--- config.mk ---
export PLATFORM = sky130hd
export DESIGN_NAME = q_update_scheduler_flat
export DESIGN_NICKNAME = d
export VERILOG_FILES = /design/src/rtl/q_update_scheduler_pkg.sv /design/src/rtl/q_update_scheduler_if.sv /design/src/rtl/q_update_scheduler_inflight_tag_pipe.sv /design/src/rtl/q_update_scheduler.sv /design/src/flat_wrapper.sv
export SDC_FILE = /design/constraint.sdc
export NUM_CORES = 1
export LEC_CHECK = 0
export ABC_AREA = 1
export BUFFER_PORTS_ARGS = -buffer_cell sky130_fd_sc_hd__buf_2
export CORE_ASPECT_RATIO = 2
export CORE_UTILIZATION = 45
export CTS_CLUSTER_SIZE = 12
export DETAILED_ROUTE_END_ITERATION = 10
export PLACE_DENSITY = 0.68
export SYNTH_ARGS = -nofsm -noshare
export SYNTH_HDL_FRONTEND = slang
export SYNTH_SLANG_ARGS = --single-unit
--- constraint.sdc ---
create_clock -name clk -period 1.8 [get_ports clk]
set_input_delay 0.09 -clock clk [delete_from_list [all_inputs] [get_ports clk]]
set_output_delay 0.09 -clock clk [all_outputs]
set_load 0.005 [all_outputs]
--- src/rtl/q_update_scheduler_pkg.sv ---
// Shared types and sizing helpers for the Q-table update scheduler.
package q_update_scheduler_pkg;

  localparam int L_WIDTH_DEF   = 4;
  localparam int WR_LAT_DEF    = 5;
  localparam int CNT_WIDTH_DEF = 16;

  typedef enum logic [1:0] {
    ST_IDLE  = 2'd0,
    ST_RUN   = 2'd1,
    ST_DRAIN = 2'd2,
    ST_DONE  = 2'd3
  } sched_state_e;

  function automatic int s_width(input int l);
    return 2 * l;
  endfunction

  function automatic int a_width(input int l);
    return l / 2 + 2;
  endfunction

endpackage

--- src/rtl/q_update_scheduler_if.sv ---
// Agent step handshake plus the S/A issue and write-enable towards the memory interface.
interface q_update_scheduler_if
  import q_update_scheduler_pkg::*;
#(
  parameter int L_WIDTH = L_WIDTH_DEF
);
  localparam int SW = s_width(L_WIDTH);
  localparam int AW = a_width(L_WIDTH);

  logic          step_valid;
  logic          step_ready;
  logic [SW-1:0] step_S;
  logic [AW-1:0] step_A;
  logic [SW-1:0] S_out;
  logic [AW-1:0] A_out;
  logic          issue;
  logic          wen;

  modport master (
    output step_valid, step_S, step_A,
    input  step_ready, S_out, A_out, issue, wen
  );

  modport slave (
    input  step_valid, step_S, step_A,
    output step_ready, S_out, A_out, issue, wen
  );
endinterface

--- src/rtl/q_update_scheduler_inflight_tag_pipe.sv ---
// WR_LAT-deep in-flight tag shift register: hazard compare against a probe state,
// drain status, and the tail valid that becomes the memory write enable.
module inflight_tag_pipe #(
  parameter int WR_LAT = 5,
  parameter int S_W    = 8
) (
  input  logic           clk,
  input  logic           rst,
  input  logic           in_v,
  input  logic [S_W-1:0] in_s,
  input  logic [S_W-1:0] probe,
  output logic           hazard,
  output logic           pending,
  output logic           tail_v
);

  logic [WR_LAT-1:0]          vld_pipe;
  // The tail's state is never compared (its write lands before the next read), so it is not stored.
  logic [WR_LAT-2:0][S_W-1:0] s_pipe;

  always_ff @(posedge clk) begin
    if (rst) begin
      vld_pipe <= '0;
      s_pipe   <= '0;
    end else begin
      vld_pipe  <= {vld_pipe[WR_LAT-2:0], in_v};
      s_pipe[0] <= in_s;
      for (int k = 1; k < WR_LAT - 1; k++) s_pipe[k] <= s_pipe[k-1];
    end
  end

  always_comb begin
    hazard = in_v && (in_s == probe);
    for (int k = 0; k < WR_LAT - 1; k++)
      if (vld_pipe[k] && (s_pipe[k] == probe)) hazard = 1'b1;
  end

  assign pending = |vld_pipe[WR_LAT-2:0];
  assign tail_v  = vld_pipe[WR_LAT-1];

endmodule

--- src/rtl/q_update_scheduler.sv ---
// Episode sequencer: accepts agent steps, issues S/A to the memory interface,
// stalls read-after-write hazards and drains in-flight writes before signalling done.
module q_update_scheduler
  import q_update_scheduler_pkg::*;
#(
  parameter int L_WIDTH   = L_WIDTH_DEF,
  parameter int WR_LAT    = WR_LAT_DEF,
  parameter int CNT_WIDTH = CNT_WIDTH_DEF
) (
  input  logic                 clk,
  input  logic                 rst,
  input  logic                 start,
  input  logic                 stop,
  input  logic [CNT_WIDTH-1:0] max_steps,
  q_update_scheduler_if.slave  bus,
  output logic                 busy,
  output logic                 done,
  output logic [CNT_WIDTH-1:0] step_cnt,
  output logic [CNT_WIDTH-1:0] ep_cnt
);

  localparam int SW = s_width(L_WIDTH);
  localparam int AW = a_width(L_WIDTH);

  sched_state_e         state_q, state_d;
  logic [CNT_WIDTH-1:0] max_q;
  logic [SW-1:0]        s_q;
  logic [AW-1:0]        a_q;
  logic                 issue_q;
  logic                 hazard, pending, tail_v;
  logic                 ready, accept, last_step;

  inflight_tag_pipe #(.WR_LAT(WR_LAT), .S_W(SW)) u_tags (
    .clk     (clk),
    .rst     (rst),
    .in_v    (issue_q),
    .in_s    (s_q),
    .probe   (bus.step_S),
    .hazard  (hazard),
    .pending (pending),
    .tail_v  (tail_v)
  );

  assign ready     = (state_q == ST_RUN) && (step_cnt < max_q) && !hazard;
  assign accept    = bus.step_valid && ready;
  assign last_step = (step_cnt + CNT_WIDTH'(1)) == max_q;

  always_comb begin
    state_d = state_q;
    case (state_q)
      ST_IDLE:  if (start) state_d = (max_steps == '0) ? ST_DRAIN : ST_RUN;
      // A step offered alongside stop is still taken; accept does not look at stop.
      ST_RUN:   if ((accept && last_step) || stop) state_d = ST_DRAIN;
      ST_DRAIN: if (!pending && !issue_q) state_d = ST_DONE;
      ST_DONE:  state_d = ST_IDLE;
      default:  state_d = ST_IDLE;
    endcase
  end

  always_ff @(posedge clk) begin
    if (rst) begin
      state_q  <= ST_IDLE;
      max_q    <= '0;
      step_cnt <= '0;
      ep_cnt   <= '0;
      s_q      <= '0;
      a_q      <= '0;
      issue_q  <= 1'b0;
    end else begin
      state_q <= state_d;
      issue_q <= accept;
      if (state_q == ST_IDLE && start) begin
        max_q    <= max_steps;
        step_cnt <= '0;
      end else if (accept) begin
        step_cnt <= step_cnt + CNT_WIDTH'(1);
      end
      if (accept) begin
        s_q <= bus.step_S;
        a_q <= bus.step_A;
      end
      if (state_d == ST_DONE && state_q != ST_DONE) ep_cnt <= ep_cnt + CNT_WIDTH'(1);
    end
  end

  assign bus.step_ready = ready;
  assign bus.S_out      = s_q;
  assign bus.A_out      = a_q;
  assign bus.issue      = issue_q;
  assign bus.wen        = tail_v;
  assign busy           = state_q != ST_IDLE;
  assign done           = state_q == ST_DONE;

endmodule

--- src/flat_wrapper.sv ---
// flat-port wrapper written by rule: the top's interface ports become plain ports
module q_update_scheduler_flat import q_update_scheduler_pkg::*;
#(
  parameter int L_WIDTH   = L_WIDTH_DEF,
  parameter int WR_LAT    = WR_LAT_DEF,
  parameter int CNT_WIDTH = CNT_WIDTH_DEF
)
  (clk, rst, start, stop, max_steps, busy, done, step_cnt, ep_cnt, bus_step_valid, bus_step_S, bus_step_A, bus_step_ready, bus_S_out, bus_A_out, bus_issue, bus_wen);
  q_update_scheduler_if #(.L_WIDTH(L_WIDTH)) bus_i ();
  input  logic clk;
  input  logic rst;
  input  logic start;
  input  logic stop;
  input  logic [CNT_WIDTH-1:0] max_steps;
  output logic busy;
  output logic done;
  output logic [CNT_WIDTH-1:0] step_cnt;
  output logic [CNT_WIDTH-1:0] ep_cnt;
  input wire logic [$bits(bus_i.step_valid)-1:0] bus_step_valid;
  input wire logic [$bits(bus_i.step_S)-1:0] bus_step_S;
  input wire logic [$bits(bus_i.step_A)-1:0] bus_step_A;
  output wire logic [$bits(bus_i.step_ready)-1:0] bus_step_ready;
  output wire logic [$bits(bus_i.S_out)-1:0] bus_S_out;
  output wire logic [$bits(bus_i.A_out)-1:0] bus_A_out;
  output wire logic [$bits(bus_i.issue)-1:0] bus_issue;
  output wire logic [$bits(bus_i.wen)-1:0] bus_wen;
  assign bus_i.step_valid = bus_step_valid;
  assign bus_i.step_S = bus_step_S;
  assign bus_i.step_A = bus_step_A;
  assign bus_step_ready = bus_i.step_ready;
  assign bus_S_out = bus_i.S_out;
  assign bus_A_out = bus_i.A_out;
  assign bus_issue = bus_i.issue;
  assign bus_wen = bus_i.wen;
  q_update_scheduler #(.L_WIDTH(L_WIDTH), .WR_LAT(WR_LAT), .CNT_WIDTH(CNT_WIDTH)) u_core (.clk(clk), .rst(rst), .start(start), .stop(stop), .max_steps(max_steps), .bus(bus_i), .busy(busy), .done(done), .step_cnt(step_cnt), .ep_cnt(ep_cnt));
endmodule
==> results of run 1 <==
what timing repair did:
item	4_1_cts	5_1_grt
endpoints found under the setup margin	32	37
gates cloned	3	1
hold buffers	5	0
buffers inserted	10	6
pin swaps	13	11
endpoints found under the hold margin	5	0
resized for setup	68	42
metal layers:
layer  vias to the layer above  global-route usage  share of wire
met1                      2592               0.253           0.34
met2                       126               0.534           0.57
met5                         -                   0              0
li1                       2828                   -              -
met4                         0               0.190          0.062
met3                        52              0.0383          0.025
synth_stat cells, drive strengths merged:
| master | count | area [um^2] |
|---|---|---|
| nand2 | 151 | 592 |
| nor2 | 127 | 546 |
| inv | 123 | 462 |
| dfxtp | 100 | 2000 |
| a21oi | 60 | 304 |
| nand3 | 57 | 295 |
| o21ai | 44 | 220 |
| ha | 18 | 225 |
| nand4 | 18 | 113 |
| clkbuf | 11 | 41.3 |
| buf | 10 | 65.1 |
| nor3 | 10 | 55.1 |
| xnor2 | 8 | 70.1 |
| xor2 | 7 | 61.3 |
| nor4 | 5 | 31.3 |
| o22ai | 4 | 25.0 |
| a31oi | 3 | 18.8 |
| a211oi | 2 | 20.0 |
| o21a | 2 | 15.0 |
| or2 | 2 | 12.5 |
| a221oi | 1 | 8.76 |
| and2 | 1 | 6.26 |
| nor3b | 1 | 7.51 |
| o211ai | 1 | 7.51 |
| o21bai | 1 | 7.51 |
layout make-up:
cell class | count | area [um^2]
Inverter | 123 | 472
Clock inverter | 4 | 32.5
Sequential cell | 100 | 2020
Tap cell | 142 | 178
Fill cell | 1020 | 4000
Timing Repair Buffer | 199 | 1390
Multi-Input combinational cell | 524 | 2950
Clock buffer | 12 | 246
worst max-delay path by stage:
| stage | endpoint | slack (ns) | cells past startpoint |
|---|---|---|---|
| after CTS | bus_step_ready | -0.24 | 12 |
| after global placement | u_core.state_q[1] | -0.26 | 14 |
| after detailed placement | u_core.state_q[1] | -0.30 | 14 |
| after floorplan | u_core.step_cnt[2] | 0.006 | 13 |
| after global routing | u_core.step_cnt[1] | -0.40 | 17 |
| final | u_core.step_cnt[1] | -0.28 | 17 |
placed cells by master (no fill, tap or decap), types with 3 or more instances in the layout:
master / n
nand2_1: 139
nor2_1: 111
inv_1: 109
buf_4: 100
dfxtp_1: 90
buf_2: 80
nand3_1: 52
a21oi_1: 46
o21ai_0: 27
nand4_1: 18
a21oi_2: 13
inv_2: 12
o21ai_2: 12
nand2_2: 11
ha_1: 10
clkbuf_16: 10
buf_6: 10
xnor2_1: 8
nor2_2: 8
nor2_4: 8
ha_4: 8
dfxtp_2: 8
xor2_1: 7
nor3_1: 7
nor4_1: 5
dlygate4sd3_1: 5
o22ai_1: 4
o21ai_1: 4
nor3_2: 3
nand3_2: 3
a31oi_1: 3
per-stage QoR:
stage                     hold slack [ns]  power [W]  setup WS (ns)
final                              0.0429    0.00537         -0.280
after detailed placement            0.319    0.00338         -0.298
after global placement              0.322    0.00337         -0.255
after floorplan                     0.225    0.00291        0.00635
after global routing               0.0785    0.00562         -0.400
after CTS                          0.0395    0.00533         -0.240
sequential cells by signal, indices dropped and copies added (netlist names), 2 cells and up:
signal	count
u_core.u_tags.s_pipe	32
u_core.ep_cnt	16
u_core.max_q	16
u_core.step_cnt	16
u_core.bus.S_out	8
u_core.u_tags.vld_pipe	5
u_core.bus.A_out	4
u_core.state_q	2
power by group:
| group | leakage, nW | total, W | internal, W | switching, W |
|---|---|---|---|---|
| clock | 0.129 | 0.00184 | 0.000985 | 0.000854 |
| combinational | 2.42 | 0.00114 | 0.000518 | 0.000626 |
| sequential | 0.817 | 0.00239 | 0.00232 | 0.0000741 |
| total | 3.37 | 0.00537 | 0.00382 | 0.00155 |
logic make-up after synthesis:
group / count (synthesis)
and+or+nand+nor: 372
buffers and inverters: 144
AOI/OAI and AO/OA: 118
DFF: 100
adders and majority gates: 18
xor gates and xnor gates: 15
worst register-to-register path: stages (launching register included):
cell     delay [ns]
dfxtp_4        0.36
buf_6          0.12
ha_4           0.20
nand2_2        0.06
nand2_1        0.04
nand2_1        0.06
nand2_2        0.06
nand2_1        0.06
nand2_1        0.06
nand2_1        0.07
nand2_1        0.06
nand2_2        0.07
nand3_4        0.10
nor2_4         0.20
buf_6          0.15
buf_6          0.14
o21ai_1        0.07
nor2_1         0.13
==> results.toml, run 1 <==
[status]
status = "finished, violations left"
violations = "negative setup slack"

[sta]
worst_slew_pin_slew_ns = 0.598
period_needed_ns = 2.08
hold_viol = 0
rsz0062_at_grt = "yes"
timing.final.ws_setup_ns = -0.280
slew_headroom = 0.601
fmax_mhz = 481
finalCritPeriodShare = 1.16
slew_viol_final = 0
finalSetupViolations = 32
tns_ns = -6.00
clock-skew-final_ns = 0.0100

[power]
p_leak_nw = 3.37
vdd_ir_drop_max_mv = 0.506
powerDensity_nw_per_um2 = 737

[hold_path]
hold_path_class = "input pin to flop"
min_to = "u_core.max_q[3]"
hp-start = "max_steps[3]"
holdPathStages = 3

[detailed_routing]
vias = 5598
dr.pass1.iters = 4
drtIter0Drc = 213
drt-total-wl_um = 16300
wire_per_inst_um = 14.8
viasPerCell = 5.07
drc = 0
drtAntennaViolNets = 0

[grt]
antenna_found_initial = 0
grt_pass1_vias = 5584
grt.total_usage = 0.275
grt_pass1_wl_um = 25500
grt-ovfl-total = 0
grt_max_degree = 27

[clock_tree]
numCtsBuffers = 9
tritoncts = "done"
clk_pin_slew_worst_paths_ns = 0.07
cts_sinks = 100
insertion_delay_ns = 0.34
clockRootBuffer = "clkbuf_16"
cts_max_path_buffers = 2
htree_levels = 3

[floorplanning]
core-area_um2 = 11300
initial_core_util = 0.462
io_pins = 82
die_h_um = 154
rows = 55
design.die.area_um2 = 12000
die_width_um = 78.1

[layout]
antenna_cells = 0
stdcell_area_um2 = 7290
drive_gt1_frac = 0.319
synthToLayoutAreaGrowth_pct = 39.9
final_cells = 1104
layout.nets = 1008
final_util = 0.646

[synthesis]
synthAdderAreaFrac = 0.0432
yosys.area_share.simple = 0.318
ys_warn_count = 0
synth_cell_types = 39
synthesis.nets = 818
synth_area_per_cell_um2 = 6.79
synth_xor_area_frac = 0.0252
muxShareOfSynthArea = 0
synth_top_family_by_area = "simple AND/OR/NAND/NOR gates"
synth_compound_area_frac = 0.120
synth_area_um2 = 5210
yosysSeqAreaShare = 0.384
synthCells = 767
ys_ff_latch = 100

[setup_path]
crit_path_start_kind = "flop"
worstPathRequired_ns = 2.07
crit_family = "simple AND/OR/NAND/NOR gates"
crit_path_max_incr_delay_ns = 0.36
cp_cell_sequence = "buf_6 > ha_4 > nand2_2 > nand2_1 > nand2_1 > nand2_2 > nand2_1 > nand2_1 > nand2_1 > nand2_1 > nand2_2 > nand3_4 > nor2_4 > buf_6 > buf_6 > o21ai_1 > nor2_1"
rr_startpoint = "u_core.step_cnt[1]"
rr_worst_depth = 17
crit_slowest_cell = "dfxtp_4"
crit_path_start = "u_core.step_cnt[1]"
crit_fanout = 5
cpMostUsedCell = "nand2_1"
cp-end-kind = "flop"
r2r_slack_ns = -0.28
arrival_ns = 2.35
r2r_end = "u_core.step_cnt[1]"
crit_buf_inv = 3
crit_type = "flop to flop"

[placed_design]
portBuffers = 81
dpl_cell_area_um2 = 6460
dpl.hpwl_um = 12300
gp_congestion = 0.921
dp.cells = 1068

[run]
drv_cap = 0
Power figures use the tool's default switching activity.
==> run 2: changes to the inputs <==
- ABC_CLOCK_PERIOD_IN_PS: not set -> 1800
- CELL_PAD_IN_SITES_DETAIL_PLACEMENT: not set -> 1
- CELL_PAD_IN_SITES_GLOBAL_PLACEMENT: not set -> 2
- CORE_UTILIZATION: 45 -> 28
- PLACE_DENSITY: 0.68 -> not set
- PLACE_DENSITY_LB_ADDON: not set -> 0.1
- SYNTH_HIERARCHICAL: not set -> 1
==> run 2 against run 1 <==
- the run ends with design-rule violations, negative setup slack left
- first-iteration DRC count shrank 65%
- clock power grew 8%
- sequential power is essentially flat
- sequential cell count is the same
- final cell count grew 8.1%
- worst setup slack gained 0.0055 ns
- wire length grew 27%
- non-clock buffer count grew 27
- critical path type unchanged
==> results.toml, run 2 <==
[floorplanning]
core-area_um2 = 18200
rows = 70
initial_core_util = 0.284
die_width_um = 98.1
die_h_um = 194
io_pins = 82
design.die.area_um2 = 19100

[setup_path]
cp_cell_sequence = "inv_2 > ha_4 > a21oi_2 > o21ai_1 > a21oi_1 > nand4_1 > nor2_4 > buf_6 > buf_12 > nor2_4 > a211oi_4"
worstPathRequired_ns = 2.06
crit_fanout = 6
crit_buf_inv = 3
cp-end-kind = "flop"
crit_path_max_incr_delay_ns = 0.35
crit_type = "flop to flop"
crit_slowest_cell = "dfxtp_2"
cpMostUsedCell = "nor2_4"
rr_startpoint = "u_core/max_q[9]"
crit_path_start = "u_core/max_q[9]"
crit_path_start_kind = "flop"
crit_family = "compound AO/OA/AOI/OAI gates"
arrival_ns = 2.34

[clock_tree]
tritoncts = "done"
numCtsBuffers = 9
cts_max_path_buffers = 2
insertion_delay_ns = 0.35
clockRootBuffer = "clkbuf_16"
cts_sinks = 100
clk_pin_slew_worst_paths_ns = 0.07
htree_levels = 3

[sta]
hold_viol = 0
finalSetupViolations = 32
slew_headroom = 0.636
slew_viol_final = 0
timing.final.ws_setup_ns = -0.275
period_needed_ns = 2.07
tns_ns = -6.27
hold_ws_ns = 0.0412
worst_slew_pin_slew_ns = 0.546
finalCritPeriodShare = 1.15
rsz0062_at_grt = "yes"
fmax_mhz = 482
clock-skew-final_ns = 0.00520

[detailed_routing]
dr.pass1.iters = 9
vias = 5727
wl_met1_um = 7160
wl_met3_um = 418
drtIter0Drc = 75
wire_per_inst_um = 17.4
viasPerCell = 4.80
drc = 7
met2_length_um = 12400
drtAntennaViolNets = 0
top_layer_used = "met4"
drt-total-wl_um = 20700

[synthesis]
synthCells = 761
synth_area_per_cell_um2 = 6.80
yosysTopAreaCell = "dfxtp_1"
yosysMostFrequentCell = "nand2_1"
synth_area_um2 = 5170
synth_common_cells = "nand2_1, nor2_1, inv_1"
synth_top_area_share = 0.387
ys_warn_count = 6
ys_ff_latch = 100
synthesis.nets = 812
async_flop_share = 0
yosysSeqAreaShare = 0.387
synth_cell_types = 35
synth_edf_count = 0
ys_top_cells_by_area = "dfxtp_1, nand2_1, nor2_1, inv_1, nand3_1"
synth_ff_type = "dfxtp_1"

[grt]
antenna_found_initial = 0
grt_pass1_wl_um = 32800
grt.total_usage = 0.225
grt_pass1_vias = 6398
grt_max_degree = 48
grt-ovfl-total = 0

[layout]
layout_common_cells = "nand2_1, buf_4, nor2_1"
layout.nets = 1024
area.sequential_um2 = 2050
synthToLayoutAreaGrowth_pct = 52.2
top_register = "u_core/u_tags/s_pipe"
n_fill_cell = 2286
drive_gt1_frac = 0.410
final_common_cell = "nand2_1"
multi_input_area_um2 = 3180
antenna_cells = 0
largest_register_ffs = 32

[placed_design]
portBuffers = 81
gp_congestion = 0.815
dpl.hpwl_um = 15800

[power]
vdd_ir_drop_max_mv = 0.498
powerDensity_nw_per_um2 = 739
p_leak_nw = 3.54
totalPowerFinal_w = 0.00582

[hold_path]
hold_path_class = "input pin to flop"
hp-start = "max_steps[3]"

[status]
status = "finished, violations left"
violations = "design-rule violations, negative setup slack"

[run]
drv_cap = 0
[run 2: timing repair]
| action | in CTS | in global routing |
|---|---|---|
| cloned | 3 | 0 |
| gates resized for setup | 108 | 71 |
| hold buffers | 4 | 0 |
| endpoints found under the hold margin | 4 | 0 |
| pin swaps | 28 | 35 |
| buffers inserted | 9 | 4 |
| setup endpoints to repair | 33 | 36 |
[run 2: area by class of cell]
| type | count | area share |
|---|---|---|
| timing repair buffer | 226 | 0.209 |
| inverter | 115 | 0.0548 |
| multi-input combinational | 521 | 0.404 |
| clock inverter | 4 | 0.00636 |
| sequential | 100 | 0.261 |
| clock buffer | 11 | 0.0308 |
| tap | 216 | 0.0343 |
[run 2: cell families after synthesis]
kind of cell / after synthesis / share of synthesized area
AOI/OAI and AO/OA: 115 / 0.124
xor gates and xnor gates: 15 / 0.0281
adders and majority gates: 18 / 0.0435
buffers and inverters: 140 / 0.104
DFF: 100 / 0.387
and+or+nand+nor: 373 / 0.313
[run 2: final timing paths]
| path | endpoint | slack [ns] | cells after the start |
|---|---|---|---|
| worst min-delay path | u_core/max_q[3] | 0.04 | 3 |
| worst max-delay path | u_core/step_cnt[4] | -0.27 | 11 |
| worst min register to register | u_core/u_tags/s_pipe[22] | 0.44 | 2 |
| worst max register to register | u_core/step_cnt[4] | -0.27 | 11 |
[run 2: report_power, final]
group	total [W]	leakage, nW	switching, W	internal (W)
Clock	0.00199	0.138	0.000879	0.00111
Combinational	0.00141	2.58	0.000765	0.000645
Sequential	0.00242	0.826	0.0000973	0.00233
Total	0.00582	3.54	0.00174	0.00408
[run 2: through the flow]
step           cell area (um^2)  setup WS (ns)  instances  utilization
6_report                   7870         -0.275       1193        0.432
5_1_grt                    7870         -0.378       1193        0.432
2_1_floorplan              5180        0.00269        761            -
4_1_cts                    7660         -0.225       1192        0.421
3_5_place_dp               6770         -0.477       1162        0.371
3_3_place_gp               6770         -0.402       1162        0.371
[run 2: tightest hold or removal path: cells and delay by family]
| family | cells | cell delay [ns] |
|---|---|---|
| compound gates | 2 | 0.18 |
| buf+inv | 1 | 0.09 |
[run 2: layer usage]
layer | GRT usage | vias to the layer above
met3 | 0.0245 | 44
met2 | 0.471 | 98
met4 | 0.113 | 0
met1 | 0.203 | 2738
met5 | 0 | -
li1 | - | 2847
==> run 3: changes to the inputs <==
- SKIP_CTS_REPAIR_TIMING: not set -> 1
- SLEW_MARGIN: not set -> 20
==> run 3 against run 2 <==
- the flow finishes with violations (design-rule violations, negative hold slack, negative setup slack)
- final cell count grew 0.50%
- sequential cell count is the same
- power grew 0.59%
- sequential power is essentially flat
- wire length grew 2.5%
- hold slack lost 0.051 ns
- die area is the same
- first-iteration DRC count grew 24%
- via count grew 1.0%
- combinational power is essentially flat
- design area grew 1.3%
- critical endpoint unchanged
- largest power group unchanged
==> results.toml, run 3 (synthesized netlist as in run 2, its figures left out) <==
[setup_path]
crit_type = "flop to flop"
cp-end-kind = "flop"
crit_path_start_kind = "flop"
crit_fanout = 6
r2r_end = "u_core/step_cnt[4]"
crit_path_start = "u_core/step_cnt[1]"
cp-endpoint = "u_core/step_cnt[4]"
worstPathRequired_ns = 2.07
rr_startpoint = "u_core/step_cnt[1]"
r2r_slack_ns = -0.27
arrival_ns = 2.34
rr_worst_depth = 12

[clock_tree]
numCtsBuffers = 9
clk_pin_slew_worst_paths_ns = 0.07
insertion_delay_ns = 0.36
htree_levels = 3
cts_sinks = 100
tritoncts = "done"
cts_max_path_buffers = 2
clockRootBuffer = "clkbuf_16"

[placed_design]
gp_congestion = 0.815
dpl.hpwl_um = 15800
portBuffers = 81
dpl_cell_area_um2 = 6770
dp.cells = 1162

[floorplanning]
core-area_um2 = 18200
initial_core_util = 0.284
die_width_um = 98.1
die_h_um = 194
design.die.area_um2 = 19100
io_pins = 82
rows = 70

[sta]
fmax_mhz = 482
finalCritPeriodShare = 1.15
finalSetupViolations = 32
rsz0062_at_grt = "yes"
clock-skew-final_ns = 0.00538
slew_headroom = 0.638
worst_slew_pin_slew_ns = 0.538
period_needed_ns = 2.07
timing.final.ws_setup_ns = -0.273
hold_ws_ns = -0.00964
hold_viol = 1
slew_viol_final = 0

[layout]
largest_register_ffs = 32
final_util = 0.438
n_fill_cell = 2297
layout.nets = 1030
synthToLayoutAreaGrowth_pct = 54.2
stdcell_area_um2 = 7980
top_register = "u_core/u_tags/s_pipe"
final_common_cell = "buf_4"
layout_common_cells = "buf_4, nand2_1, nor2_1"
final_cells = 1199
drive_gt1_frac = 0.416
antenna_cells = 0

[grt]
grt_pass1_vias = 6100
grt.total_usage = 0.212
antenna_found_initial = 0
grt-ovfl-total = 0
grt_pass1_wl_um = 31000
grt_max_degree = 48

[power]
p_leak_nw = 3.61
vdd_ir_drop_max_mv = 0.516
totalPowerFinal_w = 0.00585
powerDensity_nw_per_um2 = 734

[hold_path]
hold_path_class = "input pin to flop"
hp-start = "bus_step_A[1]"

[detailed_routing]
viasPerCell = 4.82
drtIter0Drc = 93
drt-total-wl_um = 21200
dr.pass1.iters = 9
drc = 7
drtAntennaViolNets = 0
vias = 5785
wire_per_inst_um = 17.7

[run]
drv_cap = 0

[status]
status = "finished, violations left"
violations = "design-rule violations, negative hold slack, negative setup slack"
==> run 3: critical path: stages (launching register included) <==
cell,delay [ns]
dfxtp_4,0.38
ha_4,0.25
a21oi_2,0.14
o21ai_2,0.09
nand2_1,0.08
nand2_2,0.07
nand2_2,0.07
nand4_1,0.19
nor2_4,0.21
buf_6,0.14
buf_12,0.13
nor2_4,0.04
a211oi_2,0.19
==> run 3: per-layer routing <==
metal | GRT usage | vias to the layer above | share of wire
met5 | 0 | - | 0
met3 | 0.0227 | 34 | 0.023
met2 | 0.447 | 89 | 0.60
met1 | 0.194 | 2790 | 0.35
met4 | 0.0870 | 0 | 0.028
li1 | - | 2872 | -
==> run 3: layout make-up <==
cell class / count / area (um^2) / share of cell area
multi-input cells: 521 / 3200 / 0.401
flip-flops and latches: 100 / 2060 / 0.258
repair buffers: 232 / 1730 / 0.216
inverters: 115 / 432 / 0.0541
well taps: 216 / 270 / 0.0339
clock buffers: 11 / 243 / 0.0304
clock inverters: 4 / 50.0 / 0.00627
==> run 3: metrics by stage <==
| stage | setup slack [ns] | hold slack, ns | setup TNS (ns) |
|---|---|---|---|
| floorplan | 0.00269 | 0.225 | 0 |
| global placement | -0.402 | 0.318 | -8.42 |
| detailed placement | -0.477 | 0.331 | -9.65 |
| CTS | -0.512 | -0.0458 | -11.11 |
| global route | -0.426 | 0.0263 | -10.90 |
| finish | -0.273 | -0.00964 | -6.72 |
==> run 3: where the power goes <==
part           switching (W)  internal (W)
clock network       0.000902       0.00111
logic               0.000761      0.000662
registers          0.0000967       0.00232
total                0.00176       0.00409
==> run 3: how the worst min path moves through the flow <==
stage / to / slack (ns) / cells after the start
final: u_core/bus.A_out[1] / -0.01 / 3
after global routing: u_core/bus.A_out[1] / 0.03 / 3
after CTS: u_core/bus.A_out[0] / -0.05 / 3
after detailed placement: u_core/bus.A_out[0] / 0.33 / 3
after global placement: u_core/bus.A_out[3] / 0.32 / 3
after floorplan: u_core/bus.S_out[5] / 0.22 / 2
